### src/rtl/enc_pkg.sv
// Shared types and constants for the encoder homing logic.
package enc_pkg;

    typedef enum logic [2:0] {
        IDLE,
        ARM,
        SEEK,
        HOME,
        ERR
    } home_state_t;

    localparam int IDX_CNT_W = 4;

endpackage

### src/rtl/idx_qualifier.sv
// Synchronizes the raw encoder pins and qualifies the index pulse by width.
// Kept standalone so an index-error monitor can reuse it.
module idx_qualifier
    import enc_pkg::*;
#(
    parameter int IDX_MIN = 4,
    parameter bit GATE_AB = 1'b1
) (
    input  logic sclk,
    input  logic rstn,
    input  logic enc_a,
    input  logic enc_b,
    input  logic enc_i,
    output logic idx_q,
    output logic idx_ok
);

    localparam logic [IDX_CNT_W-1:0] CNT_MAX = IDX_CNT_W'(IDX_MIN);

    // Bit order in both stages: {a, b, i}.
    logic [2:0]           sync1_q;
    logic [2:0]           sync2_q;
    logic [IDX_CNT_W-1:0] cnt_q;
    logic [IDX_CNT_W-1:0] cnt_d;
    logic                 ab_ok;

    always_ff @(posedge sclk or negedge rstn) begin
        if (!rstn) begin
            sync1_q <= '0;
            sync2_q <= '0;
            cnt_q   <= '0;
        end else begin
            // NOTE: non-blocking assignments so sync2_q takes the old sync1_q,
            // giving two real flop stages rather than one.
            sync1_q <= {enc_a, enc_b, enc_i};
            sync2_q <= sync1_q;
            cnt_q   <= cnt_d;
        end
    end

    assign ab_ok = GATE_AB ? (sync2_q[2] & sync2_q[1]) : 1'b1;
    assign idx_q = sync2_q[0] & ab_ok;

    // cnt_d already includes the current qualifying cycle, so the first high
    // cycle of idx_q counts as 1 and idx_ok rises on the IDX_MIN-th one.
    always_comb begin
        // NOTE: default first, so every path assigns cnt_d and no latch is inferred.
        cnt_d = '0;
        if (idx_q) begin
            cnt_d = (cnt_q == CNT_MAX) ? cnt_q : cnt_q + 1'b1;
        end
    end

    assign idx_ok = (cnt_d == CNT_MAX);

endmodule

### src/rtl/enc_home_ctrl.sv
// Homing sequencer: arms on request, waits for a qualified index pulse and
// issues a one-cycle home strobe, with abort, timeout and sticky status.
module enc_home_ctrl
    import enc_pkg::*;
#(
    parameter int TIMEOUT_CYCLES = 100_000_000,
    parameter int TIMEOUT_W      = 27,
    parameter int IDX_MIN        = 4,
    parameter bit GATE_AB        = 1'b1
) (
    input  logic sclk,
    input  logic rstn,
    input  logic home_req,
    input  logic abort,
    input  logic enc_a,
    input  logic enc_b,
    input  logic enc_i,
    output logic home,
    output logic busy,
    output logic homed,
    output logic timeout_err
);

    localparam logic [TIMEOUT_W-1:0] TMO_LAST = TIMEOUT_W'(TIMEOUT_CYCLES - 1);

    home_state_t          state_q;
    logic [TIMEOUT_W-1:0] tmr_q;
    logic                 home_q;
    logic                 busy_q;
    logic                 homed_q;
    logic                 terr_q;
    logic                 idx_q;
    logic                 idx_ok;
    logic                 tmr_last;

    idx_qualifier #(
        .IDX_MIN (IDX_MIN),
        .GATE_AB (GATE_AB)
    ) u_idx_qualifier (
        .sclk   (sclk),
        .rstn   (rstn),
        .enc_a  (enc_a),
        .enc_b  (enc_b),
        .enc_i  (enc_i),
        .idx_q  (idx_q),
        .idx_ok (idx_ok)
    );

    assign tmr_last = (tmr_q == TMO_LAST);

    // Priority in ARM/SEEK: abort, then a qualified index, then timeout.
    always_ff @(posedge sclk or negedge rstn) begin
        if (!rstn) begin
            state_q <= IDLE;
            tmr_q   <= '0;
            home_q  <= 1'b0;
            busy_q  <= 1'b0;
            homed_q <= 1'b0;
            terr_q  <= 1'b0;
        end else begin
            // NOTE: a later non-blocking assignment in the same block overrides
            // this default, which keeps home_q a clean single-cycle strobe.
            home_q <= 1'b0;
            case (state_q)
                IDLE: begin
                    if (home_req && !abort) begin
                        state_q <= ARM;
                        busy_q  <= 1'b1;
                        homed_q <= 1'b0;
                        terr_q  <= 1'b0;
                        tmr_q   <= '0;
                    end
                end
                ARM: begin
                    if (abort) begin
                        state_q <= IDLE;
                        busy_q  <= 1'b0;
                    end else if (tmr_last) begin
                        state_q <= ERR;
                        busy_q  <= 1'b0;
                    end else begin
                        tmr_q <= tmr_q + 1'b1;
                        if (!idx_q) begin
                            state_q <= SEEK;
                        end
                    end
                end
                SEEK: begin
                    if (abort) begin
                        state_q <= IDLE;
                        busy_q  <= 1'b0;
                    end else if (idx_ok) begin
                        state_q <= HOME;
                        home_q  <= 1'b1;
                    end else if (tmr_last) begin
                        state_q <= ERR;
                        busy_q  <= 1'b0;
                    end else begin
                        tmr_q <= tmr_q + 1'b1;
                    end
                end
                HOME: begin
                    state_q <= IDLE;
                    busy_q  <= 1'b0;
                    homed_q <= 1'b1;
                end
                ERR: begin
                    state_q <= IDLE;
                    terr_q  <= 1'b1;
                end
                default: begin
                    state_q <= IDLE;
                    busy_q  <= 1'b0;
                end
            endcase
        end
    end

    assign home        = home_q;
    assign busy        = busy_q;
    assign homed       = homed_q;
    assign timeout_err = terr_q;

endmodule

### config.mk
export PLATFORM = sky130hd
export DESIGN_NAME = enc_home_ctrl
export DESIGN_NICKNAME = d
export VERILOG_FILES = /design/src/rtl/enc_pkg.sv /design/src/rtl/idx_qualifier.sv /design/src/rtl/enc_home_ctrl.sv
export SDC_FILE = /design/constraint.sdc
export NUM_CORES = 1
export LEC_CHECK = 0
export ABC_CLOCK_PERIOD_IN_PS = 3040
export BUFFER_PORTS_ARGS = -buffer_cell sky130_fd_sc_hd__buf_2
export CELL_PAD_IN_SITES_DETAIL_PLACEMENT = 0
export CELL_PAD_IN_SITES_GLOBAL_PLACEMENT = 1
export CORE_ASPECT_RATIO = 1.4
export CORE_MARGIN = 1
export CORE_UTILIZATION = 35
export CTS_BUF_LIST = sky130_fd_sc_hd__clkbuf_4 sky130_fd_sc_hd__clkbuf_8
export DETAILED_ROUTE_END_ITERATION = 10
export PLACE_DENSITY = 0.62
export SETUP_SLACK_MARGIN = 0.2
export SYNTH_ARGS = -nofsm -noshare
export SYNTH_HDL_FRONTEND = slang
export SYNTH_HIERARCHICAL = 1
export SYNTH_SLANG_ARGS = --single-unit
### constraint.sdc
create_clock -name sclk -period 3.04 [get_ports sclk]
set_input_delay 0.304 -clock sclk [delete_from_list [all_inputs] [get_ports sclk]]
set_output_delay 0.304 -clock sclk [all_outputs]
set_load 0.1 [all_outputs]
Word-level counts from Yosys, hierarchy flattened

Index checks and enable logic that the tools add are counted.

Reduce and logical (&&, ||, !) cells: 11
Equal/unequal tests: 14
Multiplexer cells: 28
$add $sub $neg: 2
Bitwise gates (word level): 3

Operator list:

| cell                  | count |
|---|---|
| $mux 27               | 5 |
| $pmux 27 s3           | 1 |
| $add 27x1->27 const B | 1 |
| $eq 27x27->1 const B  | 1 |
| $mux 3                | 7 |
| $mux 1                | 9 |
| $pmux 3 s3            | 1 |
| $eq 4x3->1 const B    | 2 |
| $mux 4                | 2 |
| $ne 2x2->1 const B    | 4 |
| $ne 4x4->1 const B    | 2 |
| $eq 3x2->1 const B    | 2 |
| $reduce_and 3->1      | 2 |
| $reduce_and 5->1      | 1 |
| $add 4x1->4 const B   | 1 |
| $pmux 1 s2            | 2 |
| $pmux 1 s4            | 1 |
| $reduce_and 2->1      | 2 |
| $reduce_bool 2->1     | 2 |
| $eq 3x1->1 const B    | 1 |
| $eq 3x3->1 const B    | 1 |
| $logic_not 3->1       | 1 |
| $ne 3x3->1 const B    | 1 |
| $reduce_bool 3->1     | 1 |
| other kinds (4)       | 5 |

Word-level logic and storage cells: 67
Register bits after elaboration: 44

Logic depth before layout (Yosys ltp)

Gate-level depths: netlist (run 1).

Depth after elaboration: 7
Gate-level depth with buffers: 12
Mapped depth without buffers: 11

By module

Netlist (run 1), hierarchy kept.

Modules (own cells, without submodules):

| module        | cells each | times used | area an instance (um^2) |
|---|---|---|---|
| enc_home_ctrl | 231        | 1          | 1,989.4 |
| idx_qualifier | 33         | 1          | 394.1 |

Worst setup path after synthesis (run 1)

OpenSTA, ideal clock, no wires.

Path kind: reg-to-reg
Start point: register u_idx_qualifier.cnt_q[0]
End point: register tmr_q[26]
Buffers on the path: 0
Slack: 445 ps
Clock period less this slack: 2,595 ps
Arrival: 2,513 ps
Cell stages (with the launch flop): 12
Path through: dfrtp_1 inv_1 ha_1 nand3b_1 o22ai_1 a31oi_1 nor4b_2 or3b_4 a21oi_4 o21ai_2 or4_4 a22oi_2

Cells in the longest elaborated chain, start to end: 6
Elaborated cells on any way between the ends: 7
Classes of those cells: add/sub (1); eq/ne (3); mux (2); reduce/logical (1)

RTL lines:

| element                                   | line                | RTL |
|---|---|---|
| from (decl)                               | idx_qualifier.sv:23 | `logic [IDX_CNT_W-1:0] cnt_q;` |
| from (signal assigned)                    | idx_qualifier.sv:37 | `cnt_q <= cnt_d;` |
| $add 4x1->4 or $eq 4x3->1 (tied branches) | idx_qualifier.sv:50 | `cnt_d = (cnt_q == CNT_MAX) ? cnt_q : cnt_q + 1'b1;` |
| $mux 4 (*)                                | idx_qualifier.sv:50 |  |
| $mux 4 (*)                                | idx_qualifier.sv:49 | `if (idx_q) begin` |
| $eq 4x3->1 (*)                            | idx_qualifier.sv:54 | `assign idx_ok = (cnt_d == CNT_MAX);` |
| named net idx_ok                          | enc_home_ctrl.sv:33 | `logic idx_ok;` |
| $ne 2x2->1 (no source line) (*)           | --                  |  |
| $reduce_and 5->1 (no source line) (*)     | --                  |  |
| to (signal assigned)                      | enc_home_ctrl.sv:82 | `tmr_q <= tmr_q + 1'b1;` |
| to (signal assigned)                      | enc_home_ctrl.sv:99 | `tmr_q <= tmr_q + 1'b1;` |
| to (decl)                                 | enc_home_ctrl.sv:27 | `logic [TIMEOUT_W-1:0] tmr_q;` |

Mark *: on every way through the listed nets, which the timed path passes. The rest lies on a longest branch.
A chain may end at the register's enable or synchronous reset.

Final worst setup path (run 1)

Same ends and word-level chain as after synthesis.

==> results of run 1 <==
==> registers in the layout, indices dropped and copies added, names as in the netlist <==
signal,count
tmr_q,27
u_idx_qualifier/cnt_q,4
state_q,3
u_idx_qualifier/sync1_q,3
u_idx_qualifier/sync2_q,3
busy,1
home,1
homed,1
timeout_err,1
==> layer usage <==
layer | global-route usage [%] | vias to the layer above
met4 | 6.637 | 0
met2 | 32.51 | 17
met1 | 19.59 | 1006
met3 | 2.634 | 10
met5 | 0 | -
li1 | - | 997
==> cell families (layout without fill, tap and decap cells) <==
kind of cell | after synthesis | count (layout)
adder cells (fa/ha/maj) | 3 | 3
XOR/XNOR | 1 | 1
buffers and inverters | 24 | 34
AO/OA/AOI/OAI | 91 | 91
flip-flops | 44 | 44
AND/OR/NAND/NOR | 101 | 101
==> cell usage in the layout, fill, tap and decap left out, types with 2 or more instances in the layout <==
cell / count
a21oi_1: 14
a31oi_1: 9
a41oi_1: 2
and2_1: 3
and3_1: 3
and4_1: 2
buf_2: 10
buf_4: 3
clkbuf_8: 6
clkinv_2: 2
dfrtp_1: 43
ha_1: 3
inv_1: 13
nand2_1: 17
nand2b_1: 10
nand3_1: 13
nand3b_1: 2
nand4_1: 9
nor2_1: 26
nor3_1: 5
nor4_1: 2
o21ai_0: 24
o21ai_1: 7
o21bai_1: 2
o31ai_1: 15
o41ai_1: 4
==> layout make-up <==
| class | instances | area [µm²] |
|---|---|---|
| fill | 675 | 3961 |
| multi-input combinational | 196 | 1199 |
| sequential | 44 | 1102 |
| tap | 74 | 92.59 |
| clock buffer | 6 | 82.58 |
| timing repair buffer | 13 | 72.57 |
| inverter | 13 | 48.80 |
| clock inverter | 2 | 10.01 |
==> worst max path at each step <==
stage	depth (start not counted)	start	to	slack, ns
after floorplan	11	u_idx_qualifier/cnt_q[0]	tmr_q[26]	0.44
after global placement	11	u_idx_qualifier/cnt_q[0]	tmr_q[26]	0.38
after detailed placement	11	u_idx_qualifier/cnt_q[0]	tmr_q[26]	0.31
after CTS	11	u_idx_qualifier/cnt_q[0]	tmr_q[26]	0.30
after global routing	11	u_idx_qualifier/cnt_q[0]	tmr_q[26]	0.20
final	11	u_idx_qualifier/cnt_q[0]	tmr_q[26]	0.33
==> power by group through the flow <==
stage	logic [mW]	registers (mW)	clock network, mW
global placement	0.563	0.707	0
CTS	0.564	0.695	0.408
global route	0.626	0.704	0.431
floorplan	0.388	0.750	0
finish	0.561	0.695	0.397
detailed placement	0.564	0.707	0
==> critical path, stage by stage (launching register included) <==
cell and delay, ns:
dfrtp_2 0.44, inv_1 0.06, ha_1 0.22, nand3b_1 0.13, o22ai_1 0.10, a31oi_2 0.21, nor4b_4 0.09, or3b_4 0.44
a21oi_4 0.16, o21ai_2 0.08, or4_4 0.53, a22oi_2 0.18
==> what timing repair did <==
action / CTS / global route
endpoints found under the setup margin: 0 / 19
hold endpoints to repair: 0 / 0
resized for setup: 0 / 6
==> flow_summary.yaml, run 1 <==
logic_synthesis:
  synth_top_area_share_pct: 46.19
  synthArstFlopShare_pct: 100.0
  avgSynthCellArea_um2: 9.029
  synth_seq_cells: 44
  synth_top_family_by_area: "compound AO/OA/AOI/OAI gates"
  synthMuxAreaShare_pct: 0
  ys.flop_type: "dfrtp_1"
  synthXorXnorAreaFrac_pct: 0.3675
  synth-edff-count: 0
  synthTopCellsByCount: "dfrtp_1 (44), nor2_1 (26), o21ai_0 (26), nand2_1 (17)"
  yosysMostFrequentCell: "dfrtp_1"
  yosysWarnings: 6
  syn_nets: 274
  synth_area_leader_cell: "dfrtp_1"
  yosys.area_share.simple_pct: 22.83
  syn_inst: 264
  synthAdderAreaFrac_pct: 1.575
  synth_compound_area_share_pct: 24.72
  synth_area_leaders: "dfrtp_1 (46%), o21ai_0 (5.5%), o31ai_1 (4.7%)"
  syn_area_mm2: 0.002384
  yosysUniqueCellTypes: 46
  yosysSeqAreaShare_pct: 46.19
timing:
  fin_crit_ns: 2.715
  final_max_slew_viol_count: 0
  setup_viol: 0
  worst_pin_slew_ns: 1.013
  hold_viol_final: 0
  period_share_pct: 89.29
  whs_ns: 0.1065
  fin_skew_ns: 0.01109
  relSlewSlack_pct: 32.48
  fmax_ghz: 0.3684
  fin_ws_ns: 0.3255
  final.setup.tns_ns: 0
  rsz0062_at_grt: "false"
die:
  io_pins: 11
  die_height_um: 99.64
  die_area_mm2: 0.007149
  core_mm2: 0.006569
  die_x_um: 71.75
  rows: 35
  initial_core_util_pct: 36.29
route:
  final_antenna_net_count: 0
  post_drt_wl_per_cell_um: 16.57
  vias_per_cell: 5.833
  first_pass_iters: 4
  wl_met2_um: 3032
  topRoutingLayerUsed: "met4"
  wl_met1_um: 2526
  route.met3.wl_um: 94
  drtIter0Drc: 86
  wl_um: 5765
  via_count: 2030
  drc_errors: 0
setup_path:
  crit_type: "register to register"
  timing.rr.end: "tmr_q[26]"
  reg2reg_from: "u_idx_qualifier/cnt_q[0]"
  crit_path_start_kind: "register"
  r2r_cells: 11
  arrival_ns: 2.95
  r2r_setup_slack_ns: 0.33
  end_kind: "register"
  critPathMaxFanout: 7
  worstPathRequired_ns: 3.27
clock_network:
  hold_buffers: 0
  clock_latency_ns: 0.30
  clockBufferDepth: 2
  cts_root_buffer: "clkbuf_8"
  cts_made_buffers: 5
  clk_pin_slew_ns: 0.09
  h-tree-depth: 2
  postCtsSetupRepairBufs: 0
  cts_tree: "done"
  cts_sinks: 44
pwr:
  power.leakage_nw: 1.034
  power_frac_comb_pct: 34.0
  power.switching_mw: 0.6577
  clkPwrFrac_pct: 24.0
  powerDensity_mw_per_mm2: 633.9
  p_int_mw: 0.9951
  switching_share_pct: 39.79
  ir_drop_uv: 303.3
  power.total_mw: 1.653
  pwr-share-seq_pct: 42.0
grt:
  track_usage_pct: 17.44
  gr-total-overflow: 0
  grt_pass1_vias: 1998
  grt_antenna_before_repair: 0
  grt_max_degree: 45
  grt_pass1_wl_um: 9715
min_path:
  worstHoldEndpoint: "u_idx_qualifier/sync1_q[2]"
  min_path_type: "input port to register"
  hp-start: "enc_a"
  whs_path_depth: 1
final_layout:
  fin_util_pct: 39.70
  final_nets: 283
  fin_cells: 348
  area_delta_synth_final_pct: 9.396
  insertedDiodeCount: 0
  drive_gt1_share_pct: 12.41
  final_area_mm2: 0.002608
job:
  maxCapViolCount: 0
place:
  place_hpwl_um: 3933
  portBuffers: 10
  pre_cts_slack_ns: 0.3055
  dp.cells: 340
  globalplace.congestion: 0.7028
  post_dp_cell_area_mm2: 0.002495
status:
  outcome: "complete, no violations"
Note: power is estimated with default switching activity, not from simulation.
==> run 2, diff against run 1 <==
--- a/config.mk
+++ b/config.mk
@@ -6,7 +6,7 @@
 export NUM_CORES = 1
 export LEC_CHECK = 0
 export ABC_CLOCK_PERIOD_IN_PS = 3040
-export BUFFER_PORTS_ARGS = -buffer_cell sky130_fd_sc_hd__buf_2
+export BUFFER_PORTS_ARGS = -buffer_cell sky130_fd_sc_hd__buf_4
 export CELL_PAD_IN_SITES_DETAIL_PLACEMENT = 0
 export CELL_PAD_IN_SITES_GLOBAL_PLACEMENT = 1
 export CORE_ASPECT_RATIO = 1.4
@@ -16,6 +16,7 @@
 export DETAILED_ROUTE_END_ITERATION = 10
 export PLACE_DENSITY = 0.62
 export SETUP_SLACK_MARGIN = 0.2
+export SLEW_MARGIN = 20
 export SYNTH_ARGS = -nofsm -noshare
 export SYNTH_HDL_FRONTEND = slang
 export SYNTH_HIERARCHICAL = 1
==> flow_summary.yaml, run 2 (synthesized netlist as in run 1, its figures left out) <==
pwr:
  power.total_mw: 1.878
  pwr-share-seq_pct: 37.0
  power.switching_mw: 0.6477
  p_int_mw: 1.230
  switching_share_pct: 34.48
  ir_drop_uv: 327.8
  clkPwrFrac_pct: 33.0
  power.leakage_nw: 1.066
  power_frac_comb_pct: 30.0
  powerDensity_mw_per_mm2: 698.8
route:
  final_antenna_net_count: 0
  first_pass_iters: 4
  post_drt_wl_per_cell_um: 15.82
  drc_errors: 0
  drtIter0Drc: 55
  vias_per_cell: 5.676
  wl_um: 5522
  topRoutingLayerUsed: "met4"
  wl_met2_um: 2886
  via_count: 1981
  wl_met1_um: 2434
  route.met3.wl_um: 110
timing:
  final_max_slew_viol_count: 0
  rsz0062_at_grt: "false"
  hold_viol_final: 13
  relSlewSlack_pct: 54.59
  final.setup.tns_ns: 0
  whs_ns: -0.003368
  setup_viol: 0
  fin_skew_ns: 0.006590
  fin_crit_ns: 2.643
  period_share_pct: 86.95
  worst_pin_slew_ns: 0.6811
  fmax_ghz: 0.3783
  fin_ws_ns: 0.3968
final_layout:
  n_fill_cell: 672
  drive_gt1_share_pct: 12.00
  fin_cells: 349
  final_common_cell: "dfrtp_1"
  layout_common_cells: "dfrtp_1 (43), nor2_1 (26), o21ai_0 (24), nand2_1 (17)"
  top_register: "tmr_q"
  final_nets: 284
  insertedDiodeCount: 0
  area_delta_synth_final_pct: 12.76
  largest_register_ffs: 27
  reg.largest.list: "tmr_q: 27 flops, u_idx_qualifier/cnt_q: 4 flops"
setup_path:
  r2r_cells: 11
  cp-endpoint: "tmr_q[26]"
  worst-path-buf-inv: 1
  worstPathRequired_ns: 3.27
  arrival_ns: 2.87
  path_delay_family: "simple AND/OR/NAND/NOR gates"
  reg2reg_from: "u_idx_qualifier/cnt_q[0]"
  crit_path_start_kind: "register"
  critical_path_depth: 11
  end_kind: "register"
  max_stage_delay_ns: 0.53
  r2r_setup_slack_ns: 0.40
  crit_type: "register to register"
  timing.rr.end: "tmr_q[26]"
  path_cells: "inv_1, ha_1, nand3b_1, o22ai_1, a31oi_1, nor4b_2, or3b_4, a21oi_4, o21ai_2, or4_4, a22oi_2"
  critPathMaxFanout: 7
  startpoint: "u_idx_qualifier/cnt_q[0]"
  cpMaxStageDelayCell: "or4_4"
place:
  pre_cts_slack_ns: 0.3465
  place_hpwl_um: 3833
  portBuffers: 10
  globalplace.congestion: 0.7291
  dp.cells: 341
die:
  io_pins: 11
  die_area_mm2: 0.007149
  rows: 35
  die_height_um: 99.64
  die_x_um: 71.75
  initial_core_util_pct: 36.29
  core_mm2: 0.006569
clock_network:
  clockBufferDepth: 2
  cts_sinks: 44
  clk_pin_slew_ns: 0.09
  postCtsSetupRepairBufs: 0
  cts_tree: "done"
  clock_latency_ns: 0.30
  h-tree-depth: 2
  cts_made_buffers: 5
  cts_root_buffer: "clkbuf_8"
min_path:
  min_path_type: "input port to asynchronous set/reset pin"
grt:
  track_usage_pct: 17.40
  grt_pass1_vias: 1990
  gr-total-overflow: 0
  grt_max_degree: 45
  grt_antenna_before_repair: 0
  grt_pass1_wl_um: 9729
job:
  maxCapViolCount: 0
status:
  outcome: "finished, violations left"
  failed_checks: "hold timing"
run 2: cell types whose count changed in the layout (fill, tap and decap cells not counted), sizes merged:
cell,change
buf,+1
bufinv,+3
clkbuf,-1
clkinv,-2
run 2: layout make-up:
type,instances,area [µm²],share of cell area [%]
clock inverter,3,90.09,3.352
sequential,44,1102,41.01
timing repair buffer,14,105.1,3.911
inverter,13,48.80,1.816
multi-input combinational,196,1180,43.90
tap,74,92.59,3.445
clock buffer,5,68.82,2.561
run 2: worst min-delay path by stage:
| stage | cells past startpoint | slack (ns) | start | to |
|---|---|---|---|---|
| after floorplan | 0 | 0.008 | rstn | busy |
| after global placement | 0 | 0.33 | u_idx_qualifier/sync1_q[2] | u_idx_qualifier/sync2_q[2] |
| after detailed placement | 0 | 0.34 | u_idx_qualifier/sync1_q[0] | u_idx_qualifier/sync2_q[0] |
| after CTS | 1 | 0.02 | rstn | tmr_q[10] |
| after global routing | 1 | 0.04 | rstn | tmr_q[9] |
| final | 1 | -0.003 | rstn | state_q[2] |
run 2: power by group through the flow:
stage | logic, mW | clock network [mW] | registers [mW]
global route | 0.636 | 0.664 | 0.705
CTS | 0.572 | 0.635 | 0.695
detailed placement | 0.571 | 0 | 0.707
global placement | 0.572 | 0 | 0.708
floorplan | 0.388 | 0 | 0.750
finish | 0.563 | 0.621 | 0.694
run 2: worst register-to-register path: stages, from the launching register on:
cell and delay (ns):
dfrtp_2 0.43, inv_1 0.06, ha_1 0.22, nand3b_1 0.13, o22ai_1 0.08, a31oi_1 0.19
nor4b_2 0.09, or3b_4 0.44, a21oi_4 0.15, o21ai_2 0.08, or4_4 0.53, a22oi_2 0.19
run 2: metrics by stage:
| stage | instance area (µm²) | utilization, % |
|---|---|---|
| after floorplan | 2384 | - |
| after global placement | 2527 | 38.48 |
| after detailed placement | 2527 | 38.48 |
| after CTS | 2686 | 40.90 |
| after global routing | 2688 | 40.91 |
| final | 2688 | 40.91 |
run 2: repair_timing:
| action | in CTS | in global routing |
|---|---|---|
| hold buffers | 0 | 0 |
| hold endpoints to repair | 0 | 0 |
| resized for setup | 0 | 3 |
| endpoints found under the setup margin | 0 | 18 |
run 2: metal layers:
layer / GRT usage, % / vias to the layer above
li1: - / 1007
met1: 21.21 / 946
met2: 30.84 / 19
met3: 2.736 / 9
met4: 5.882 / 0
met5: 0 / -
